<file path="src/rtl/hd44780_refresh_sequencer_if.sv">
// hd44780_refresh_sequencer_if
//   Bundles the formatter request lines and the LCD control pins that the
//   refresh sequencer drives.
//   Members:
//     o_ena    formatter enable, one-cycle pulse per item
//     o_data   formatter mode: 1 = character, 0 = command/address
//     o_sel    formatter select
//     o_d      formatter digit/address nibble
//     o_lcd_rs LCD RS pin
//     o_lcd_e  LCD E pin
//   Modports: master (sequencer side, drives everything), slave (formatter/pins).
interface hd44780_refresh_sequencer_if;
  logic       o_ena;
  logic       o_data;
  logic [2:0] o_sel;
  logic [3:0] o_d;
  logic       o_lcd_rs;
  logic       o_lcd_e;

  modport master (output o_ena, o_data, o_sel, o_d, o_lcd_rs, o_lcd_e);
  modport slave  (input  o_ena, o_data, o_sel, o_d, o_lcd_rs, o_lcd_e);
endinterface

</file>
<file path="src/rtl/hd44780_refresh_sequencer.sv">
// hd44780_refresh_sequencer
//   Drives the HD44780 formatter and LCD strobes for the clock display:
//   power-up wait, four-command init (0x38, 0x0C, 0x01, 0x06), then repaints
//   line 0 with "HH:MM:SS AM/PM" on every refresh request. Owns all LCD
//   timing: RS/data setup, E pulse width and command execution waits.
//   Optional feature macro: HD44780_SEQ_SECONDS_EN
//     defined   -> 11 characters "HH:MM:SS AM"
//     undefined -> 8 characters "HH:MM AM", seconds inputs ignored
//   Ports:
//     i_clk, i_rst        clock, synchronous active-high reset
//     i_start             refresh request pulse (coalesced if busy)
//     i_hr_t..i_sec_o     BCD time digits, i_pm = PM flag
//     fmt (master)        formatter request + LCD RS/E pins
//     o_busy              high whenever not idle
//     o_init_done         sticky once init sequence completes
module hd44780_refresh_sequencer #(
  parameter int POWERUP_CYC  = 2000000,
  parameter int SETUP_CYC    = 4,
  parameter int E_PULSE_CYC  = 50,
  parameter int CMD_WAIT_CYC = 5000,
  parameter int CLR_WAIT_CYC = 200000
) (
  input  logic       i_clk,
  input  logic       i_rst,
  input  logic       i_start,
  input  logic [3:0] i_hr_t,
  input  logic [3:0] i_hr_o,
  input  logic [3:0] i_min_t,
  input  logic [3:0] i_min_o,
  input  logic [3:0] i_sec_t,
  input  logic [3:0] i_sec_o,
  input  logic       i_pm,
  hd44780_refresh_sequencer_if.master fmt,
  output logic       o_busy,
  output logic       o_init_done
);

  // A zero-length phase still occupies one cycle.
  localparam int PWR_E = (POWERUP_CYC  < 1) ? 1 : POWERUP_CYC;
  localparam int SET_E = (SETUP_CYC    < 1) ? 1 : SETUP_CYC;
  localparam int EHI_E = (E_PULSE_CYC  < 1) ? 1 : E_PULSE_CYC;
  localparam int CMD_E = (CMD_WAIT_CYC < 1) ? 1 : CMD_WAIT_CYC;
  localparam int CLR_E = (CLR_WAIT_CYC < 1) ? 1 : CLR_WAIT_CYC;

  localparam int MX1 = (PWR_E > SET_E) ? PWR_E : SET_E;
  localparam int MX2 = (MX1 > EHI_E) ? MX1 : EHI_E;
  localparam int MX3 = (MX2 > CMD_E) ? MX2 : CMD_E;
  localparam int MXP = (MX3 > CLR_E) ? MX3 : CLR_E;
  localparam int CW  = $clog2(MXP + 1);

  localparam logic [CW-1:0] PWR_M1 = CW'(PWR_E - 1);
  localparam logic [CW-1:0] SET_M1 = CW'(SET_E - 1);
  localparam logic [CW-1:0] EHI_M1 = CW'(EHI_E - 1);
  localparam logic [CW-1:0] CMD_M1 = CW'(CMD_E - 1);
  localparam logic [CW-1:0] CLR_M1 = CW'(CLR_E - 1);

`ifdef HD44780_SEQ_SECONDS_EN
  localparam logic [3:0] LAST_REF = 4'd11;
`else
  localparam logic [3:0] LAST_REF = 4'd8;
`endif
  localparam logic [3:0] LAST_INIT = 4'd3;

  typedef enum logic [1:0] {S_POWERUP, S_INIT, S_IDLE, S_REFRESH} state_t;
  typedef enum logic [1:0] {P_ISSUE, P_SETUP, P_EHIGH, P_WAIT} phase_t;

  state_t        state, state_n;
  phase_t        phase, phase_n;
  logic [3:0]    idx, idx_n;
  logic [CW-1:0] cnt, cnt_n;
  logic          pend, init_done, rs_q;
  logic [CW-1:0] wait_m1;
  logic          active, enter_ref, init_fin;

  // Time snapshot, frozen for the whole refresh.
  logic [3:0] s_hr_t, s_hr_o, s_min_t, s_min_o;
  logic       s_pm;
`ifdef HD44780_SEQ_SECONDS_EN
  logic [3:0] s_sec_t, s_sec_o;
`else
  logic       unused_sec;
  assign unused_sec = ^{i_sec_t, i_sec_o};
`endif

  logic       item_data;
  logic [2:0] item_sel;
  logic [3:0] item_d;

  assign active    = (state == S_INIT) || (state == S_REFRESH);
  assign enter_ref = (state != S_REFRESH) && (state_n == S_REFRESH);
  assign init_fin  = (state == S_INIT) && (state_n == S_IDLE);
  // Only the third init command (0x01, Display Clear) needs the long wait.
  assign wait_m1   = (state == S_INIT && idx == 4'd2) ? CLR_M1 : CMD_M1;

  always_ff @(posedge i_clk) begin
    if (i_rst) begin
      state     <= S_POWERUP;
      phase     <= P_ISSUE;
      idx       <= '0;
      cnt       <= '0;
      pend      <= 1'b0;
      init_done <= 1'b0;
      rs_q      <= 1'b0;
    end else begin
      state <= state_n;
      phase <= phase_n;
      idx   <= idx_n;
      cnt   <= cnt_n;
      if (enter_ref)
        pend <= 1'b0;
      else if (i_start && state != S_IDLE)
        pend <= 1'b1;
      if (init_fin)
        init_done <= 1'b1;
      if (fmt.o_ena)
        rs_q <= item_data;
    end
  end

  always_ff @(posedge i_clk) begin
    if (i_rst) begin
      s_hr_t  <= '0;
      s_hr_o  <= '0;
      s_min_t <= '0;
      s_min_o <= '0;
      s_pm    <= 1'b0;
`ifdef HD44780_SEQ_SECONDS_EN
      s_sec_t <= '0;
      s_sec_o <= '0;
`endif
    end else if (enter_ref) begin
      s_hr_t  <= i_hr_t;
      s_hr_o  <= i_hr_o;
      s_min_t <= i_min_t;
      s_min_o <= i_min_o;
      s_pm    <= i_pm;
`ifdef HD44780_SEQ_SECONDS_EN
      s_sec_t <= i_sec_t;
      s_sec_o <= i_sec_o;
`endif
    end
  end

  always_comb begin
    state_n = state;
    phase_n = phase;
    idx_n   = idx;
    cnt_n   = cnt + CW'(1);
    case (state)
      S_POWERUP: begin
        if (cnt == PWR_M1) begin
          state_n = S_INIT;
          phase_n = P_ISSUE;
          idx_n   = '0;
          cnt_n   = '0;
        end
      end
      S_INIT, S_REFRESH: begin
        case (phase)
          P_ISSUE: begin
            phase_n = P_SETUP;
            cnt_n   = '0;
          end
          P_SETUP: begin
            if (cnt == SET_M1) begin
              phase_n = P_EHIGH;
              cnt_n   = '0;
            end
          end
          P_EHIGH: begin
            if (cnt == EHI_M1) begin
              phase_n = P_WAIT;
              cnt_n   = '0;
            end
          end
          default: begin
            if (cnt == wait_m1) begin
              cnt_n   = '0;
              phase_n = P_ISSUE;
              if (idx == ((state == S_INIT) ? LAST_INIT : LAST_REF))
                state_n = S_IDLE;
              else
                idx_n = idx + 4'd1;
            end
          end
        endcase
      end
      default: begin
        // IDLE: a live request or one parked while busy starts a repaint.
        cnt_n = '0;
        if (i_start || pend) begin
          state_n = S_REFRESH;
          phase_n = P_ISSUE;
          idx_n   = '0;
        end
      end
    endcase
  end

  // Item content is a pure function of (state, idx), so it stays stable
  // from ISSUE through the end of WAIT.
  always_comb begin
    item_data = 1'b0;
    item_sel  = 3'b000;
    item_d    = 4'd0;
    if (state == S_INIT) begin
      item_sel = {1'b1, idx[1:0]};
    end else if (state == S_REFRESH) begin
      item_data = (idx != 4'd0);
      case (idx)
        4'd1: item_d = s_hr_t;
        4'd2: item_d = s_hr_o;
        4'd3: item_sel = 3'b001;
        4'd4: item_d = s_min_t;
        4'd5: item_d = s_min_o;
`ifdef HD44780_SEQ_SECONDS_EN
        4'd6: item_sel = 3'b001;
        4'd7: item_d = s_sec_t;
        4'd8: item_d = s_sec_o;
        4'd9: begin item_sel = 3'b001; item_d = 4'd1; end
        4'd10: begin item_sel = 3'b011; item_d = {3'b000, s_pm}; end
        4'd11: item_sel = 3'b010;
`else
        4'd6: begin item_sel = 3'b001; item_d = 4'd1; end
        4'd7: begin item_sel = 3'b011; item_d = {3'b000, s_pm}; end
        4'd8: item_sel = 3'b010;
`endif
        default: ;
      endcase
    end
  end

  assign fmt.o_ena    = active && (phase == P_ISSUE);
  assign fmt.o_data   = item_data;
  assign fmt.o_sel    = item_sel;
  assign fmt.o_d      = item_d;
  assign fmt.o_lcd_rs = rs_q;
  assign fmt.o_lcd_e  = active && (phase == P_EHIGH);
  assign o_busy       = (state != S_IDLE);
  assign o_init_done  = init_done;

endmodule

</file>
<file path="src/flat_wrapper.sv">
// flat-port wrapper written by rule: the top's interface ports become plain ports
module hd44780_refresh_sequencer_flat 
#(
  parameter int POWERUP_CYC  = 2000000,
  parameter int SETUP_CYC    = 4,
  parameter int E_PULSE_CYC  = 50,
  parameter int CMD_WAIT_CYC = 5000,
  parameter int CLR_WAIT_CYC = 200000
)
  (i_clk, i_rst, i_start, i_hr_t, i_hr_o, i_min_t, i_min_o, i_sec_t, i_sec_o, i_pm, o_busy, o_init_done, fmt_o_ena, fmt_o_data, fmt_o_sel, fmt_o_d, fmt_o_lcd_rs, fmt_o_lcd_e);
  hd44780_refresh_sequencer_if fmt_i ();
  input  logic i_clk;
  input  logic i_rst;
  input  logic i_start;
  input  logic [3:0] i_hr_t;
  input  logic [3:0] i_hr_o;
  input  logic [3:0] i_min_t;
  input  logic [3:0] i_min_o;
  input  logic [3:0] i_sec_t;
  input  logic [3:0] i_sec_o;
  input  logic i_pm;
  output logic o_busy;
  output logic o_init_done;
  output wire logic [$bits(fmt_i.o_ena)-1:0] fmt_o_ena;
  output wire logic [$bits(fmt_i.o_data)-1:0] fmt_o_data;
  output wire logic [$bits(fmt_i.o_sel)-1:0] fmt_o_sel;
  output wire logic [$bits(fmt_i.o_d)-1:0] fmt_o_d;
  output wire logic [$bits(fmt_i.o_lcd_rs)-1:0] fmt_o_lcd_rs;
  output wire logic [$bits(fmt_i.o_lcd_e)-1:0] fmt_o_lcd_e;
  assign fmt_o_ena = fmt_i.o_ena;
  assign fmt_o_data = fmt_i.o_data;
  assign fmt_o_sel = fmt_i.o_sel;
  assign fmt_o_d = fmt_i.o_d;
  assign fmt_o_lcd_rs = fmt_i.o_lcd_rs;
  assign fmt_o_lcd_e = fmt_i.o_lcd_e;
  hd44780_refresh_sequencer #(.POWERUP_CYC(POWERUP_CYC), .SETUP_CYC(SETUP_CYC), .E_PULSE_CYC(E_PULSE_CYC), .CMD_WAIT_CYC(CMD_WAIT_CYC), .CLR_WAIT_CYC(CLR_WAIT_CYC)) u_core (.i_clk(i_clk), .i_rst(i_rst), .i_start(i_start), .i_hr_t(i_hr_t), .i_hr_o(i_hr_o), .i_min_t(i_min_t), .i_min_o(i_min_o), .i_sec_t(i_sec_t), .i_sec_o(i_sec_o), .i_pm(i_pm), .fmt(fmt_i), .o_busy(o_busy), .o_init_done(o_init_done));
endmodule
</file>
<file path="config.mk">
export PLATFORM = sky130hd
export DESIGN_NAME = hd44780_refresh_sequencer_flat
export DESIGN_NICKNAME = d
export VERILOG_FILES = /design/src/rtl/hd44780_refresh_sequencer_if.sv /design/src/rtl/hd44780_refresh_sequencer.sv /design/src/flat_wrapper.sv
export SDC_FILE = /design/constraint.sdc
export NUM_CORES = 1
export LEC_CHECK = 0
export CAP_MARGIN = 30
export CORE_ASPECT_RATIO = 1.75
export CORE_MARGIN = 5
export CORE_UTILIZATION = 35
export CTS_CLUSTER_DIAMETER = 40
export DETAILED_ROUTE_END_ITERATION = 6
export HOLD_SLACK_MARGIN = 0.06
export PLACE_DENSITY = 0.57
export SYNTH_ARGS = -nofsm -noshare
export SYNTH_HDL_FRONTEND = slang
export SYNTH_SLANG_ARGS = --single-unit
</file>
<file path="constraint.sdc">
create_clock -name i_clk -period 2.1 [get_ports i_clk]
set_clock_uncertainty 0.1 [all_clocks]
set_input_delay 0.525 -clock i_clk [delete_from_list [all_inputs] [get_ports i_clk]]
set_output_delay 0.525 -clock i_clk [all_outputs]
set_load 0.01 [all_outputs]
</file>
; After elaboration in Yosys (flattened, before gate mapping)
; Index checks and enable logic that the tools add are counted.
[op_classes]
addsub = 2
eq_ne = 28
muxes = 35
n_reduce_logical = 18
[op_table]
columns = cell, n
row1 = two-way mux 21 bit, 4
row2 = one-hot mux 21 bit (3 select lines), 1
row3 = one-hot mux 21 bit (2 select lines), 1
row4 = two-way mux 4 bit, 8
row5 = one-hot mux 4 bit (6 select lines), 1
row6 = adder 21 x 1 -> 21 bit (second input constant), 1
row7 = == test 21 x 2 -> 1 bit (second input constant), 1
row8 = == test 21 bit, 1
row9 = == test 21 bit (second input constant), 1
row10 = == test 21 x 6 -> 1 bit (second input constant), 1
row11 = two-way mux 2 bit, 10
row12 = two-way mux 18 bit, 1
row13 = == test 4 x 3 -> 1 bit (second input constant), 4
row14 = one-hot mux 2 bit (3 select lines), 2
row15 = AND reduction 5 bit, 2
row16 = == test 2 bit (second input constant), 4
row17 = == test 4 x 2 -> 1 bit (second input constant), 2
row18 = != test 2 bit (second input constant), 4
row19 = one-hot mux 2 bit (2 select lines), 2
row20 = one-hot mux 4 bit (2 select lines), 1
row21 = logical AND 1 bit, 6
row22 = two-way mux 3 bit, 2
row23 = != test 3 x 2 -> 1 bit (second input constant), 2
row24 = OR reduction 2 bit, 3
row25 = other kinds (13), 18
[totals]
register_bits = 49
inputBits = 28
out_inout_bits = 13
wordCells = 95

; Logic depth before layout (Yosys ltp)
[depth]
word_depth = 10
mapped_depth = 9
ltp_nobuf = 8

; Worst setup path after synthesis
; OpenSTA, ideal clock, no wires.
[synth_path]
kind = reg-to-reg
startpoint = register u_core.idx[0]
endpoint = register u_core.init_done, in the netlist u_core.o_init_done
setup_ns = 0.070
arrival_ns = 2.063
required_time_ns = 1.930
path_slack_ns = -0.134
path_stages_with_launch = 9
path_buffers = 0
period_less_slack_ns = 2.234
cell_sequence = dfxtp_1 -> inv_1 -> ha_1 -> nor3b_2 -> and2_1 -> o22ai_2 -> nand4_2 -> or4_1 -> a21oi_1
[synth_via]
elab_chain_cells = 9
elab_cells_between_ends = 11
cone_classes = 4 x eq/ne / 5 x mux / 2 x reduce/logical
[synth_lines]
columns = element, line_no
row1 = start: declaration, hd44780_refresh_sequencer.sv:69  ; logic [3:0] idx, idx_n;
row2 = start signal: assignment, hd44780_refresh_sequencer.sv:107  ; idx <= idx_n;
row3 = == test 4 x 2 -> 1 bit, hd44780_refresh_sequencer.sv:93  ; assign wait_m1 = (state == S_INIT && idx == 4'd2) ? CLR_M1 : CMD_M1;
row4 = logical AND 1 bit, hd44780_refresh_sequencer.sv:93
row5 = two-way mux 18 bit, hd44780_refresh_sequencer.sv:93
row6 = == test 21 bit, hd44780_refresh_sequencer.sv:177  ; if (cnt == wait_m1) begin
row7 = two-way mux 2 bit (*), hd44780_refresh_sequencer.sv:177
row8 = two-way mux 2 bit (*), hd44780_refresh_sequencer.sv:159  ; case (phase)
row9 = one-hot mux 2 bit (2 select lines) (*), hd44780_refresh_sequencer.sv:149  ; case (state)
row10 = == test 2 bit (*), hd44780_refresh_sequencer.sv:91  ; assign init_fin = (state == S_INIT) && (state_n == S_IDLE);
row11 = logical AND 1 bit (*), hd44780_refresh_sequencer.sv:91
row12 = end signal: assignment, hd44780_refresh_sequencer.sv:102  ; init_done <= 1'b0;
row13 = end signal: assignment, hd44780_refresh_sequencer.sv:114  ; init_done <= 1'b1;
row14 = end: declaration, hd44780_refresh_sequencer.sv:71  ; logic pend, init_done, rs_q;
; Mark *: on every way between the ends. The rest lies on a longest branch, timed or not.
; A chain may end at the register's enable or synchronous reset.

; Worst setup path in the final report
[layout_path]
startpoint = register u_core.idx[1]
endpoint = register u_core.init_done, in the netlist u_core.o_init_done
; Same word-level chain as after synthesis.

==> results.ini <==
[die]
fp.dieW_um=75.9
design.core.area_um2=7510
die_h_um=125
dieArea_um2=9520
start_util_pct=35.4
rows=42
pin_count=41

[worst_setup_path]
cpMostUsedCell=buf_6
cpPeakStageDelay_ps=560
end_kind=flip-flop
cp_slowest_cell=or4_4
critPathRequiredTime_ps=2230
crit_type=flip-flop to flip-flop
crit_fanout=5
cp-start-kind=flip-flop
path_cells=buf_6, ha_4, nor3b_4, buf_6, buf_6, nand4_1, o22ai_4, nand4_4, or4_4, a21oi_2
crit_arrival_ps=2510

[yosys]
postSynthAreaPerCell_um2=8.00
synth_common_cells=nand2_1 (59), dfxtp_1 (49), a21oi_1 (28), nor3_1 (26), nor2_1 (21)
synth-seq-cells=49
synth_flop_cell=dfxtp_1
synth_warnings=0
synth_area_leaders=dfxtp_1 (37%), nand2_1 (8.3%), a21oi_1 (5.3%), nor3_1 (4.9%), ha_1 (4.7%)
syn-cell-area_um2=2660
synth_top_area_share_pct=36.8
yosysMostFrequentCell=nand2_1
synthCells=333
yosys.area.top_type=dfxtp_1
synth_fp_nets=371
synthArstFlopShare_pct=0
synth-seq-area-share_pct=36.8
synth-edff-count=0
synth_cell_types=49

[detailed_routing]
post_drt_wl_per_cell_um=15.3
drtPass1Iterations=4
drt_iter0_drc=157
drc=0
avgViaCountPerCell=5.27
drt_wl_total_mm=7.96
final_antenna_net_count=0
vias=2740

[sta]
setup_violations=36
tns_ps=-5800
fmax_mhz=421
slew_violations=0
slew-limit-headroom_pct=68.9
timing.final.crit_share_pct=113
hold_viol=0
rsz0062_at_grt=yes
worstMarginPinSlew_ps=462
post-route-min-period_ps=2380
fin_ws_ps=-277
hold_ws_ps=362

[layout]
syn2layout_area_growth_pct=49.0
final_area_um2=3970
n_fill_cell=748
finish.net_count=469
final_util_pct=52.8
drive_gt1_share_pct=32.9
diodes=0

[power_and_ir_drop]
p_leak_nw=1.50
p_per_area_nw_per_um2=460
irDropWorstVdd_mv=0.358

[clock_tree]
clk_path_buf_depth=2
clk_latency_ps=300
clkTransAtPathRegs_ps=60
cts.sinks=49
cts_tree=built
h-tree-depth=2
cts_root_buffer=clkbuf_16
cts_buffers=5

[min_path]
hold_class=flip-flop to flip-flop

[placement]
placed_cell_area_um2=3490
dp_slack_ps=-382
io_buffers=32
gp_congestion=0.877
hpwl_mm=6.01

[status]
outcome=complete, but fails checks
violations=negative setup slack

[global_route]
grt_max_degree=25
grt_pass1_wl_mm=13.5
grt-ovfl-total=0
grt_pass1_vias=2817
grtUsageTotal_pct=17.2
antenna_found_initial=0

[run]
maxCapViolations=0

==> state kept, by name, indices dropped and copies added (netlist names) <==
| signal | flops |
|---|---|
| u_core.phase | 2 |
| u_core.s_hr_o | 4 |
| u_core.fmt.o_lcd_rs | 1 |
| u_core.s_min_o | 4 |
| u_core.s_pm | 1 |
| u_core.s_hr_t | 4 |
| u_core.pend | 1 |
| u_core.o_init_done | 1 |
| u_core.state | 2 |
| u_core.s_min_t | 4 |
| u_core.idx | 4 |
| u_core.cnt | 21 |
==> path summary, 6_finish.rpt <==
| kind | start | end | slack (ps) | depth (start not counted) |
|---|---|---|---|---|
| worst max-delay path | u_core.idx[1] | u_core.o_init_done | -280 | 10 |
| worst min-delay path | u_core.o_init_done | u_core.o_init_done | 360 | 2 |
| worst max register to register | u_core.idx[1] | u_core.o_init_done | -280 | 10 |
| worst min register to register | u_core.o_init_done | u_core.o_init_done | 360 | 2 |
==> logic make-up (layout without fill, tap and decap cells) <==
kind of cell / count (synthesis) / count (layout) / share of synthesized area, %
XOR/XNOR: 19 / 19 / 6.25
buffers and inverters: 33 / 132 / 4.89
multiplexers: 4 / 4 / 1.60
flip-flops: 49 / 49 / 36.8
AND/OR/NAND/NOR: 161 / 161 / 31.5
adder cells (fa/ha/maj): 10 / 10 / 4.70
AO/OA/AOI/OAI: 57 / 57 / 14.2
==> layer usage <==
layer  routed length [µm]  global-route usage, %  vias to the layer above
met5                    0                      0                        -
met4                  366                   9.64                        0
met3                  267                   3.38                       25
met2                 4480                   32.9                       55
met1                 2850                   16.7                     1296
li1                     -                      -                     1364
==> critical path, delay by kind of cell, from the launching register on <==
family	cells	cell delay, ps
and+or+nand+nor	4	1060
AOI/OAI and AO/OA	2	350
DFF	1	340
buffers and inverters	3	320
adders and majority gates	1	130
==> metrics by stage <==
step	instances	power [mW]
after CTS	514	1.85
after global placement	497	1.05
final	520	1.83
after floorplan	333	0.990
after detailed placement	497	1.05
after global routing	520	1.88
==> placed cells by master, fill, tap and decap left out, drive strengths merged, types with 4 or more instances in the layout <==
cell type	n
buf	82
nand2	59
dfxtp	49
a21oi	29
nor3	26
clkdlybuf4s50	21
nor2	21
inv	15
nand3	13
xnor2	11
ha	10
xor2	8
or3	6
nand4	6
clkbuf	5
dlygate4sd2	5
o21ai	5
nor4	5
and4	4
a22oi	4
and2	4
nor3b	4
==> what timing repair did <==
item / 4_1_cts / 5_1_grt
gates resized for setup: 69 / 21
setup endpoints to repair: 41 / 38
buffers inserted: 10 / 8
endpoints found under the hold margin: 0 / 0
hold buffers: 0 / 0
pin swaps: 13 / 12
==> final cells by class <==
| class | count | area [µm²] | area share (%) |
|---|---|---|---|
| Inverter | 15 | 58.8 | 1.48 |
| Sequential cell | 49 | 990 | 25.0 |
| Timing Repair Buffer | 109 | 910 | 22.9 |
| Clock buffer | 5 | 125 | 3.15 |
| Tap cell | 88 | 110 | 2.78 |
| Multi-Input combinational cell | 251 | 1760 | 44.3 |
| Clock inverter | 3 | 17.5 | 0.442 |
==> power by group <==
part,internal (mW),switching [mW]
combinational,0.0531,0.0373
clock,0.437,0.359
sequential,0.935,0.00320
total,1.43,0.400
Power figures use the tool's default switching activity.
